### src/rtl/player_button_ctrl.sv
// Per-channel button front-end: sync, debounce, press/short/long classify.
// Level output is either a press toggle or the debounced button itself.
module player_button_ctrl #(
  parameter int               N_BTN             = 4,
  parameter int               DEBOUNCE_CYCLES   = 50000,
  parameter int               LONG_PRESS_CYCLES = 1000000,
  parameter logic [N_BTN-1:0] TOGGLE_MASK       = N_BTN'(1)
) (
  input  logic             clk,
  input  logic             reset,
  input  logic [N_BTN-1:0] btn,
  input  logic [N_BTN-1:0] force_off,
  output logic [N_BTN-1:0] level,
  output logic [N_BTN-1:0] press_pulse,
  output logic [N_BTN-1:0] short_pulse,
  output logic [N_BTN-1:0] long_pulse
);

  localparam int DW = $clog2(DEBOUNCE_CYCLES + 1);
  localparam int HW = $clog2(LONG_PRESS_CYCLES + 1);
  localparam logic [DW-1:0] DMAX = DW'(DEBOUNCE_CYCLES - 1);
  localparam logic [HW-1:0] HMAX = HW'(LONG_PRESS_CYCLES - 1);

  typedef enum logic [1:0] {
    IDLE,
    PRESSED,
    HELD
  } state_t;

  logic [N_BTN-1:0] sync1;
  logic [N_BTN-1:0] s;
  logic [N_BTN-1:0] db;

  always_ff @(posedge clk or negedge reset) begin
    if (!reset) begin
      sync1 <= '0;
      s     <= '0;
    end else begin
      sync1 <= btn;
      s     <= sync1;
    end
  end

  for (genvar g = 0; g < N_BTN; g++) begin : g_ch
    logic [DW-1:0] dcnt;
    logic [HW-1:0] hcnt, hcnt_n;
    state_t        st, st_n;
    logic          pr_n, sh_n, lg_n, lvl_n;
    logic          pr_q, sh_q, lg_q, lvl_q;

    // Any sample matching db restarts the stability count.
    always_ff @(posedge clk or negedge reset) begin
      if (!reset) begin
        dcnt  <= '0;
        db[g] <= 1'b0;
      end else if (s[g] == db[g]) begin
        dcnt <= '0;
      end else if (dcnt == DMAX) begin
        db[g] <= s[g];
        dcnt  <= '0;
      end else begin
        dcnt <= dcnt + 1'b1;
      end
    end

    always_comb begin
      st_n   = st;
      hcnt_n = hcnt;
      pr_n   = 1'b0;
      sh_n   = 1'b0;
      lg_n   = 1'b0;
      unique case (st)
        IDLE: begin
          if (db[g]) begin
            st_n   = PRESSED;
            pr_n   = 1'b1;
            hcnt_n = '0;
          end
        end
        PRESSED: begin
          if (!db[g]) begin
            st_n = IDLE;
            sh_n = 1'b1;
          end else if (hcnt == HMAX) begin
            st_n = HELD;
            lg_n = 1'b1;
          end else if (hcnt != '1) begin
            hcnt_n = hcnt + 1'b1;
          end
        end
        HELD: begin
          if (!db[g]) st_n = IDLE;
        end
        default: st_n = IDLE;
      endcase
    end

    if (TOGGLE_MASK[g]) begin : g_tog
      always_comb begin
        lvl_n = lvl_q;
        if (force_off[g])
          lvl_n = 1'b0;
        else if (pr_n)
          lvl_n = ~lvl_q;
      end
    end else begin : g_mom
      always_comb lvl_n = db[g];
    end

    always_ff @(posedge clk or negedge reset) begin
      if (!reset) begin
        st    <= IDLE;
        hcnt  <= '0;
        pr_q  <= 1'b0;
        sh_q  <= 1'b0;
        lg_q  <= 1'b0;
        lvl_q <= 1'b0;
      end else begin
        st    <= st_n;
        hcnt  <= hcnt_n;
        pr_q  <= pr_n;
        sh_q  <= sh_n;
        lg_q  <= lg_n;
        lvl_q <= lvl_n;
      end
    end

    assign level[g]       = lvl_q;
    assign press_pulse[g] = pr_q;
    assign short_pulse[g] = sh_q;
    assign long_pulse[g]  = lg_q;
  end

endmodule
### config.mk
export PLATFORM = sky130hd
export DESIGN_NAME = player_button_ctrl
export DESIGN_NICKNAME = d
export VERILOG_FILES = /design/src/rtl/player_button_ctrl.sv
export SDC_FILE = /design/constraint.sdc
export NUM_CORES = 1
export LEC_CHECK = 0
export ABC_CLOCK_PERIOD_IN_PS = 2100
export CAP_MARGIN = 15
export CELL_PAD_IN_SITES_DETAIL_PLACEMENT = 1
export CELL_PAD_IN_SITES_GLOBAL_PLACEMENT = 1
export CORE_UTILIZATION = 45
export CTS_BUF_LIST = sky130_fd_sc_hd__clkbuf_8
export CTS_CLUSTER_SIZE = 40
export DETAILED_ROUTE_END_ITERATION = 10
export PLACE_DENSITY = 0.88
export RECOVER_POWER = 50
export SYNTH_ARGS = -nofsm -noshare
export SYNTH_HDL_FRONTEND = slang
export SYNTH_SLANG_ARGS = --single-unit
### constraint.sdc
create_clock -name clk -period 2.1 [get_ports clk]
set_input_delay 0.315 -clock clk [delete_from_list [all_inputs] [get_ports clk]]
set_output_delay 0.315 -clock clk [all_outputs]
set_load 0.02 [all_outputs]
**Word-level counts from Yosys, hierarchy flattened**

Cells that the tools add are included.

- $add $sub $neg: 8
- Equality and inequality tests: 48
- Muxes and demuxes: 78
- Bitwise logic cells: 5
- Reductions and logical operators: 21

Operator list:

| operator | count |
|---|---|
| two-way mux 20 bit | 16 |
| case mux 20 bit (2 select lines) | 4 |
| two-way mux 16 bit | 8 |
| adder 20 x 1 -> 20 bit, second input constant | 4 |
| == test 20 bit, second input constant | 4 |
| != test 20 bit, second input constant | 4 |
| adder 16 x 1 -> 16 bit, second input constant | 4 |
| == test 16 bit, second input constant | 4 |
| != test 2 bit, second input constant | 20 |
| two-way mux 2 bit | 16 |
| two-way mux 1 bit | 30 |
| case mux 2 bit (3 select lines) | 4 |
| AND reduction 5 bit | 4 |
| != test 3 bit, second input constant | 4 |
| AND reduction 3 bit | 4 |
| nonzero test 2 bit | 5 |
| == test 2 x 1 -> 1 bit, second input constant | 4 |
| == test 2 bit, second input constant | 4 |
| logical NOT 2 bit | 4 |
| AND reduction 2 bit | 4 |
| inverter 1 bit | 5 |
| == test 1 bit | 4 |

- Register bits after elaboration: 180
- Input bits: 10
- Output and inout port bits: 16
- Logic and storage cells: 194

**Logic depth before layout (Yosys ltp)**

Gate-level depths: netlist of run 1.

- Depth in word-level cells: 5
- Gate-level depth with buffers: 8
- Depth with buffers taken out: 7

**Worst setup path after synthesis of run 1**

OpenSTA, ideal clock, no wires.

- Path type: register to register
- Start point: reg g_ch[0].hcnt[12]
- End point: reg g_ch[0].hcnt[18]
- Library setup time: 126 ps
- Arrival: 1897 ps
- Data required time: 1974 ps
- Setup slack: 77 ps
- Cell stages (with the launch flop): 7
- Buffers on the path: 1
- Clock period less this slack: 2023 ps
- Cell sequence: dfrtp_1 -> buf_6 -> or4b_4 -> nor4_4 -> a21oi_2 -> and2_4 -> a221o_1

- Cells in the longest elaborated chain, start to end: 5
- Elaborated cells between the ends (all ways): 10
- Those cells by class: add/sub (1); eq/ne (4); mux (4); reduce/logical (1)

RTL lines:

| what | line | RTL |
|---|---|---|
| start, declared | 46 | `logic [HW-1:0] hcnt, hcnt_n;` |
| start signal, assigned | 120 | `hcnt <= hcnt_n;` |
| adder 20 x 1 -> 20 bit | 88 | `hcnt_n = hcnt + 1'b1;` |
| two-way mux 20 bit | 87 | `end else if (hcnt != '1) begin` |
| two-way mux 20 bit | 84 | `end else if (hcnt == HMAX) begin` |
| two-way mux 20 bit | 81 | `if (!db[g]) begin` |
| case mux 20 bit (2 select lines) | 72 | `unique case (st)` |

Parallel ways exist; a longest one is shown, timed or not. The select of a mux whose other input is x is not followed.
A chain may end at the register's enable or synchronous reset.

**Worst setup path in the final report of run 1**

- Start point: reg g_ch[0].hcnt[0]
- End point: reg g_ch[0].hcnt[18]

Same word-level chain as after synthesis.

==> impl_metrics.tcl, run 1 <==
set metrics [dict create \
    outcome "complete, no violations" \
    ys_ff_latch 180 \
    min_path_type "register to register" \
    period_share_pct 97.82 \
    synth.avg_cell_area_um2 9.301 \
    yosys_warnings 0 \
    critPathMaxStageDelay_ns 0.42 \
    synth_top_area_share_pct 47.71 \
    vias_per_cell 5.960 \
    crit_family "compound AO/OA/AOI/OAI gates" \
    power_w 0.006527 \
    cts_tree "done" \
    antenna_found_initial 0 \
    chipWidth_um 146.8 \
    yosysTopAreaCell "dfrtp_1" \
    worst_pin_slew_ns 1.252 \
    hold_viol 0 \
    ys.flop_type "dfrtp_1" \
    clock_latency_ns 0.49 \
    fin_crit_ns 2.054 \
    h-tree-depth 4 \
    power_density_nw_per_um2 601.2 \
    yosys-top-cells-area "dfrtp_1 48%, o31ai_1 4.9%, nor2_1 4.6%" \
    synth_cells 1015 \
    peakVddDrop_v 0.0004444 \
    finalMaxSlewViolations 0 \
    cap_violations 0 \
    cp_max_fo 5 \
    cts-buffers-inserted 17 \
    syn_area_um2 9440 \
    cp_slowest_cell "dfrtp_1" \
    wl_per_cell_um 18.41 \
    ys_async_sr_fraction_pct 100.0 \
    cp_cell_sequence "ha_1 > nand3_1 > nor4_4 > buf_4 > a21o_4 > nand2b_2 > a221o_1" \
    synth_cell_types 60 \
    num_vias 8076 \
    port_buffers 22 \
    io_pins 26 \
    rows 52 \
    critPathCaptureType "register" \
    grt.overflow.total 0 \
    drtIter0Drc 424 \
    maxSlewHeadroom_pct 16.56 \
    finClkSkew_ns 0.01099 \
    max_freq_mhz 486.8 \
    start_util_pct 46.21 \
    critPathRequiredTime_ns 2.47 \
    rsz0062_at_grt "yes" \
    power.leakage_nw 4.658 \
    firstDrtPassIters 5 \
    syn_to_final_growth_pct 15.02 \
    place_hpwl_um 16630 \
    synth_edf_count 0 \
    die_h_um 146.8 \
    grt_usage_pct 24.35 \
    syn_nets 1033 \
    yosys-top-cells-count "180 x dfrtp_1, 115 x nor2_1, 96 x nand2_1" \
    setup_viol 0 \
    clk_pin_slew_ns 0.10 \
    whs_ns 0.3523 \
    dieArea_um2 21560 \
    ant_nets 0 \
    cts_sinks 180 \
    wl_um 24950 \
    worstSetupPathType "register to register" \
    layout-drive-gt1-share_pct 13.55 \
    grt_start_max_net_pins 56 \
    gp_congestion 0.8407 \
    seq_area_frac_synth_pct 47.71 \
    cts_root_buffer "clkbuf_8" \
    cts_buffer_depth 2 \
    antennaDiodeCount 0 \
    path_buf_inv 1 \
    grt_pass1_vias 8726 \
    grt_pass1_wl_um 42500 \
    drc_errors 0 \
    fin_nets 1090 \
    core-area_um2 20430 \
    cp-start-kind "register" \
    cp.arrival_ns 2.42 \
    synth_most_common_cell "dfrtp_1" \
]
## cells in the final DEF (no fill, tap or decap), types with 28 or more instances in the layout
master and count:
xor2_1 33, nand2_1 94, o31ai_1 61, nor3_1 28, o21ai_0 46, xnor2_1 29
buf_4 72, nor2_1 114, and3_1 29, nand3_1 77, dfrtp_1 179
## area by class of cell
class	count	area (µm²)
fillers	2326	9572
multi-input cells	757	4653
flip-flops and latches	180	4506
repair buffers	102	825.8
well taps	270	337.8
clock buffers	20	275.3
clock inverters	12	207.7
inverters	14	52.55
## repair_timing
item / in CTS / in global routing
setup buffers: 2 / 3
endpoints found under the hold margin: 47 / 0
hold buffers: 1 / 0
pin swaps: 0 / 8
resized for setup: 5 / 21
endpoints found under the setup margin: 17 / 67
## sequential cells by signal, indices dropped and copies added, names as in the netlist
name        cells
db              1
g_ch.dcnt      64
g_ch.hcnt      80
g_ch.lg_q       4
g_ch.lvl_n      3
g_ch.lvl_q      4
g_ch.pr_q       4
g_ch.sh_q       4
g_ch.st         8
s               4
sync1           4
## kinds of logic after synthesis
group	count (synthesis)	synth area share (%)
AO/OA/AOI/OAI	192	13.74
XOR/XNOR	62	5.752
adder cells (fa/ha/maj)	8	1.060
buffers and inverters	78	4.069
flip-flops	180	47.71
multiplexers	10	1.153
AND/OR/NAND/NOR	485	26.51
## report_power, final
group / internal (W) / leakage (nW) / total [W] / switching (W)
sequential: 0.00349 / 2.49 / 0.00351 / 0.0000240
combinational: 0.0000334 / 1.92 / 0.000135 / 0.000102
clock: 0.00161 / 0.255 / 0.00288 / 0.00126
## metal layers
layer	GRT usage (%)	vias up	wire, µm
li1	-	3805	-
met1	30.96	4108	11320
met2	41.16	128	12550
met3	4.317	35	668
met4	9.583	0	405
met5	0	-	0
## worst paths after layout
kind	start	endpoint	slack (ns)	cells past startpoint
worst max-delay path	g_ch[0].hcnt[0]	g_ch[0].hcnt[18]	0.05	7
worst min-delay path	sync1[1]	s[1]	0.35	0
worst max register to register	g_ch[0].hcnt[0]	g_ch[0].hcnt[18]	0.05	7
worst min register to register	sync1[1]	s[1]	0.35	0
max in group asynchronous	reset	sync1[2]	0.36	3
min in group asynchronous	reset	g_ch[1].hcnt[12]	0.63	2
## through the flow
step           worst slack (ns)  instances    TNS, ns  util (%)  instance area [µm²]
2_1_floorplan           0.07740       1015          0         -                 9440
3_3_place_gp            0.07121       1317          0     50.18                10250
3_5_place_dp          -0.006153       1317  -0.006349     50.18                10250
4_1_cts                0.008911       1352          0     52.74                10770
5_1_grt                -0.05337       1355    -0.1662     53.15                10860
6_report                0.04568       1355          0     53.15                10860
Note: power is estimated with default switching activity, not from simulation.
==> run 2, diff against run 1 <==
ABC_AREA = 1   (was default)
CORE_UTILIZATION = 43   (was 45)
==> run 2 against run 1 <==
Sequential power about the same. Via count rose by 9.2%. Cell area is 1.6% higher. Die area increased by 11%. Largest power group unchanged. Highest routed layer unchanged.
==> impl_metrics.tcl, run 2 <==
set metrics [dict create \
    synth_cells 1369 \
    fin_cells 1724 \
    setup_viol 0 \
    h-tree-depth 4 \
    ys.flop_type "dfrtp_1" \
    hold_viol 0 \
    core-area_um2 22780 \
    min_path_type "register to register" \
    setup_tns_ns 0 \
    vias_per_cell 5.115 \
    antennaDiodeCount 0 \
    whs_ns 0.3622 \
    power.leakage_nw 4.817 \
    seq_area_frac_synth_pct 44.88 \
    max_freq_mhz 510.3 \
    cts_tree "done" \
    chipWidth_um 154.8 \
    largest_reg_flops 80 \
    cap_violations 0 \
    synth_most_common_cell "nand2_1" \
    layout-drive-gt1-share_pct 7.583 \
    rsz0062_at_grt "yes" \
    worstSetupPathType "register to register" \
    antenna_found_initial 0 \
    fin_nets 1416 \
    gp_congestion 0.8461 \
    busiest_layer "met2" \
    design_area_um2 11030 \
    period_share_pct 93.32 \
    num_vias 8819 \
    reg.largest.list "g_ch.hcnt x80, g_ch.dcnt x64, g_ch.st x8" \
    synth_cell_types 42 \
    fin_crit_ns 1.960 \
    grt_start_max_net_pins 47 \
    ant_nets 0 \
    syn_nets 1387 \
    grtUsageMet2_pct 38.98 \
    port_buffers 22 \
    cp.arrival_ns 2.34 \
    worst_pin_slew_ns 1.265 \
    grt.overflow.total 0 \
    largest-register "g_ch.hcnt" \
    io_pins 26 \
    ys_ff_latch 180 \
    clk_pin_slew_ns 0.09 \
    placed_area_um2 10620 \
    cts-buffers-inserted 17 \
    maxSlewHeadroom_pct 15.64 \
    peakVddDrop_v 0.0002960 \
    die_h_um 154.8 \
    synth_edf_count 0 \
    cts_sinks 180 \
    drc_errors 0 \
    place_hpwl_um 18020 \
    cp-start-kind "register" \
    use_met3_pct 2.970 \
    power_density_nw_per_um2 558.0 \
    finalMaxSlewViolations 0 \
    yosys-top-cells-count "390 x nand2_1, 214 x nor2_1, 180 x dfrtp_1" \
    synth_top_area_share_pct 44.88 \
    layout_commonest_cell "nand2_1" \
    ys_async_sr_fraction_pct 100.0 \
    clock_latency_ns 0.48 \
    grt_pass1_wl_um 42920 \
    finClkSkew_ns 0.01574 \
    drtIter0Drc 386 \
    cp_max_fo 7 \
    cts_buffer_depth 2 \
    yosys-top-cells-area "dfrtp_1 45%, nand2_1 15%, nor2_1 8.0%" \
    placed_cells 1691 \
    firstDrtPassIters 4 \
    wl_um 24160 \
    mostFrequentLayoutCells "390 x nand2_1, 214 x nor2_1, 178 x dfrtp_1" \
    yosysTopAreaCell "dfrtp_1" \
    gr-usage-met1_pct 27.13 \
    rows 55 \
    start_util_pct 44.06 \
    grt_pass1_vias 9368 \
    synth.avg_cell_area_um2 7.332 \
    yosys_warnings 0 \
    grt_usage_pct 21.69 \
    cts_root_buffer "clkbuf_8" \
    syn_to_final_growth_pct 9.923 \
    critPathRequiredTime_ns 2.48 \
    dieArea_um2 23960 \
    critPathCaptureType "register" \
    outcome "complete, no violations" \
    syn_area_um2 10040 \
    wl_per_cell_um 14.01 \
]
run 2: critical path, stage by stage, from the launching register on:
cell,delay [ns]
dfrtp_2,0.45
ha_2,0.24
nand3_1,0.17
inv_1,0.10
nand2_1,0.14
inv_2,0.07
nand3_1,0.13
nand3_1,0.30
o21ai_0,0.28
run 2: area by class of cell:
cell class	instances	area (µm²)
clock buffer	18	247.7
clock inverter	14	167.7
fill	2930	11750
inverter	162	609.3
multi-input combinational	992	4679
sequential	180	4507
tap	313	391.6
timing repair buffer	45	430.4
run 2: power breakdown:
group	internal (W)	switching, W	leakage [nW]
clock	0.00113	0.00136	0.205
sequential	0.00349	0.0000171	2.48
combinational	0.0000433	0.000118	2.13
total	0.00466	0.00150	4.82
run 2: repair_timing:
action                                  CTS  global route
endpoints found under the setup margin    0            39
gates resized for setup                   0             6
setup buffers                             0             0
hold endpoints to repair                 40             0
hold buffers                              1             0
run 2: cell families (layout without fill, tap and decap cells):
group | count (synthesis) | after routing | synth area share, %
AND/OR/NAND/NOR | 810 | 810 | 34.46
multiplexers | 1 | 1 | 0.1122
flip-flops | 180 | 180 | 44.88
adder cells (fa/ha/maj) | 8 | 8 | 0.9973
buffers and inverters | 197 | 239 | 8.626
AO/OA/AOI/OAI | 135 | 135 | 7.617
XOR/XNOR | 38 | 38 | 3.316
run 2: through the flow:
step	total power [W]	utilization [%]	setup WS, ns
global placement	0.003743	46.64	0.2261
floorplan	0.003623	-	0.4577
detailed placement	0.003749	46.64	0.04910
global route	0.006392	48.44	-0.001282
finish	0.006156	48.44	0.1403
CTS	0.006249	48.51	0.05139
run 2: worst paths after layout:
path | start | to | slack [ns] | cells past startpoint
max | g_ch[0].hcnt[0] | g_ch[0].hcnt[3] | 0.14 | 8
min in group asynchronous | reset | g_ch[2].lvl_n | 0.64 | 2
min reg2reg | sync1[2] | s[2] | 0.36 | 0
max reg2reg | g_ch[0].hcnt[0] | g_ch[0].hcnt[3] | 0.14 | 8
min | sync1[2] | s[2] | 0.36 | 0
max in group asynchronous | reset | g_ch[1].sh_q | 0.29 | 3
run 2: metal layers:
metal,vias to the layer above,part of all wire [%],wire (µm)
li1,4369,-,-
met5,-,0,0
met4,0,1.2,295
met1,4360,47,11330
met3,24,1.7,408
met2,66,50,12120
==> run 3, diff against run 2 <==
SETUP_SLACK_MARGIN = 0.5   (was default)
==> run 3 against run 2 <==
First-iteration DRC count rose by 67%. Non-clock buffer count grew 116. Wire length rose by 55%. Global-route usage increased by 4.9 points. Critical path depth rose by 2. Register-to-register slack improved by 0.11 ns.
==> impl_metrics.tcl, run 3 (synthesized netlist as in run 2, its figures left out) <==
set metrics [dict create \
    outcome "complete, no violations" \
    grt_usage_pct 26.56 \
    cts_sinks 180 \
    wl_um 37350 \
    clk_pin_slew_ns 0.10 \
    port_buffers 22 \
    finClkSkew_ns 0.02323 \
    critPathCaptureType "register" \
    setup_tns_ns 0 \
    num_vias 10290 \
    largest-register "g_ch.hcnt" \
    finalMaxSlewViolations 0 \
    start_util_pct 44.06 \
    grt_pass1_vias 10510 \
    die_h_um 154.8 \
    reg2reg_from "g_ch[1].hcnt[8]" \
    min_path_type "primary input to register" \
    critPathLaunch "g_ch[1].hcnt[8]" \
    r2r_end "g_ch[1].hcnt[19]" \
    hold_viol 0 \
    cp_cell_sequence "nand2_1 > nor2_1 > nand2_1 > nor2_1 > nand2_1 > nand2_1 > nand2_1 > nor2_1 > nand2_2 > nand2_2" \
    grt_pass1_wl_um 50940 \
    wl_per_cell_um 20.30 \
    largest_reg_flops 80 \
    drtIter0Drc 643 \
    maxSlewHeadroom_pct 1.451 \
    cap_violations 0 \
    power_w 0.006152 \
    grt_start_max_net_pins 55 \
    r2r_setup_slack_ns 0.25 \
    setup_viol 0 \
    place_ws_ns 0.09913 \
    grt.overflow.total 0 \
    layout-drive-gt1-share_pct 31.04 \
    cts-buffers-inserted 17 \
    cts_root_buffer "clkbuf_8" \
    mostFrequentLayoutCells "266 x nand2_1, 182 x nor2_1, 149 x dfrtp_1" \
    chipWidth_um 154.8 \
    power.leakage_nw 5.794 \
    peakVddDrop_v 0.0003955 \
    cp_max_fo 7 \
    critical_path.endpoint "g_ch[1].hcnt[19]" \
    drc_errors 0 \
    ant_nets 0 \
    layout_commonest_cell "nand2_1" \
    cts_tree "done" \
    rsz0062_at_grt "yes" \
    clock_latency_ns 0.53 \
    cts_buffer_depth 2 \
    dieArea_um2 23960 \
    syn_to_final_growth_pct 33.01 \
    firstDrtPassIters 5 \
    worst_pin_slew_ns 1.478 \
    fin_nets 1532 \
    cp-start-kind "register" \
    gp_congestion 0.8550 \
    h-tree-depth 4 \
    antenna_found_initial 0 \
    worstHoldStart "force_off[0]" \
    critPathMaxStageDelay_ns 0.48 \
    core-area_um2 22780 \
    critPathRequiredTime_ns 2.56 \
    max_freq_mhz 540.0 \
    vias_per_cell 5.591 \
    fin_crit_ns 1.852 \
    worstSetupPathType "register to register" \
    reg.largest.list "g_ch.hcnt x80, g_ch.dcnt x64, g_ch.st x8" \
    cp_slowest_cell "dfrtp_2" \
    power_density_nw_per_um2 460.8 \
    cp.arrival_ns 2.31 \
    final.setup.worst_slack_ns 0.2483 \
    antennaDiodeCount 0 \
    r2r_cells 10 \
    place_hpwl_um 18150 \
    path_common_cell "nand2_1" \
    io_pins 26 \
    period_share_pct 88.18 \
    rows 55 \
]
run 3: worst min path at each step:
stage	to	slack (ns)	cells after the start
after floorplan	db[0]	0.02	0
after global placement	g_ch[2].hcnt[6]	0.31	1
after detailed placement	g_ch[2].hcnt[19]	0.31	1
after CTS	sync1[2]	0.23	1
after global routing	sync1[3]	0.32	1
final	g_ch[0].lvl_q	0.33	2
run 3: report_power, final:
group / total (W) / internal, W / leakage (nW) / switching (W)
registers: 0.00351 / 0.00349 / 2.44 / 0.0000196
clock network: 0.00245 / 0.000983 / 0.187 / 0.00147
logic: 0.000190 / 0.0000585 / 3.17 / 0.000132
run 3: metrics by stage:
step | instance area (µm²) | hold slack (ns) | cells | util (%)
6_report | 13350 | 0.3309 | 1840 | 58.61
5_1_grt | 13350 | 0.3233 | 1840 | 58.61
4_1_cts | 12190 | 0.2315 | 1797 | 53.52
3_5_place_dp | 10640 | 0.3138 | 1692 | 46.70
3_3_place_gp | 10640 | 0.3128 | 1692 | 46.70
2_1_floorplan | 10040 | 0.01941 | 1369 | -
run 3: critical path, delay by kind of cell, from the launching register on:
kind,cells,cell delay [ns]
and+or+nand+nor,10,1.34
DFF,1,0.48
run 3: final cells by class:
class	instances	area, µm²
fillers	2734	9428
clock inverters	14	127.6
well taps	313	391.6
multi-input cells	992	5782
flip-flops and latches	180	4543
clock buffers	18	247.7
inverters	162	625.6
repair buffers	161	1633
run 3: what timing repair did:
item	CTS	global route
hold endpoints to repair	50	0
gates resized for setup	188	262
buffers inserted	63	39
setup endpoints to repair	136	120
gates cloned	9	4
pin swaps	46	54
hold buffers	1	0
run 3: layer usage:
| layer | up-vias | global-route usage (%) | share of wire [%] |
|---|---|---|---|
| met5 | - | 0 | 0 |
| met4 | 0 | 10.66 | 3.7 |
| met3 | 127 | 4.819 | 4.1 |
| met2 | 326 | 47.53 | 53 |
| met1 | 5213 | 31.41 | 39 |
| li1 | 4622 | - | - |
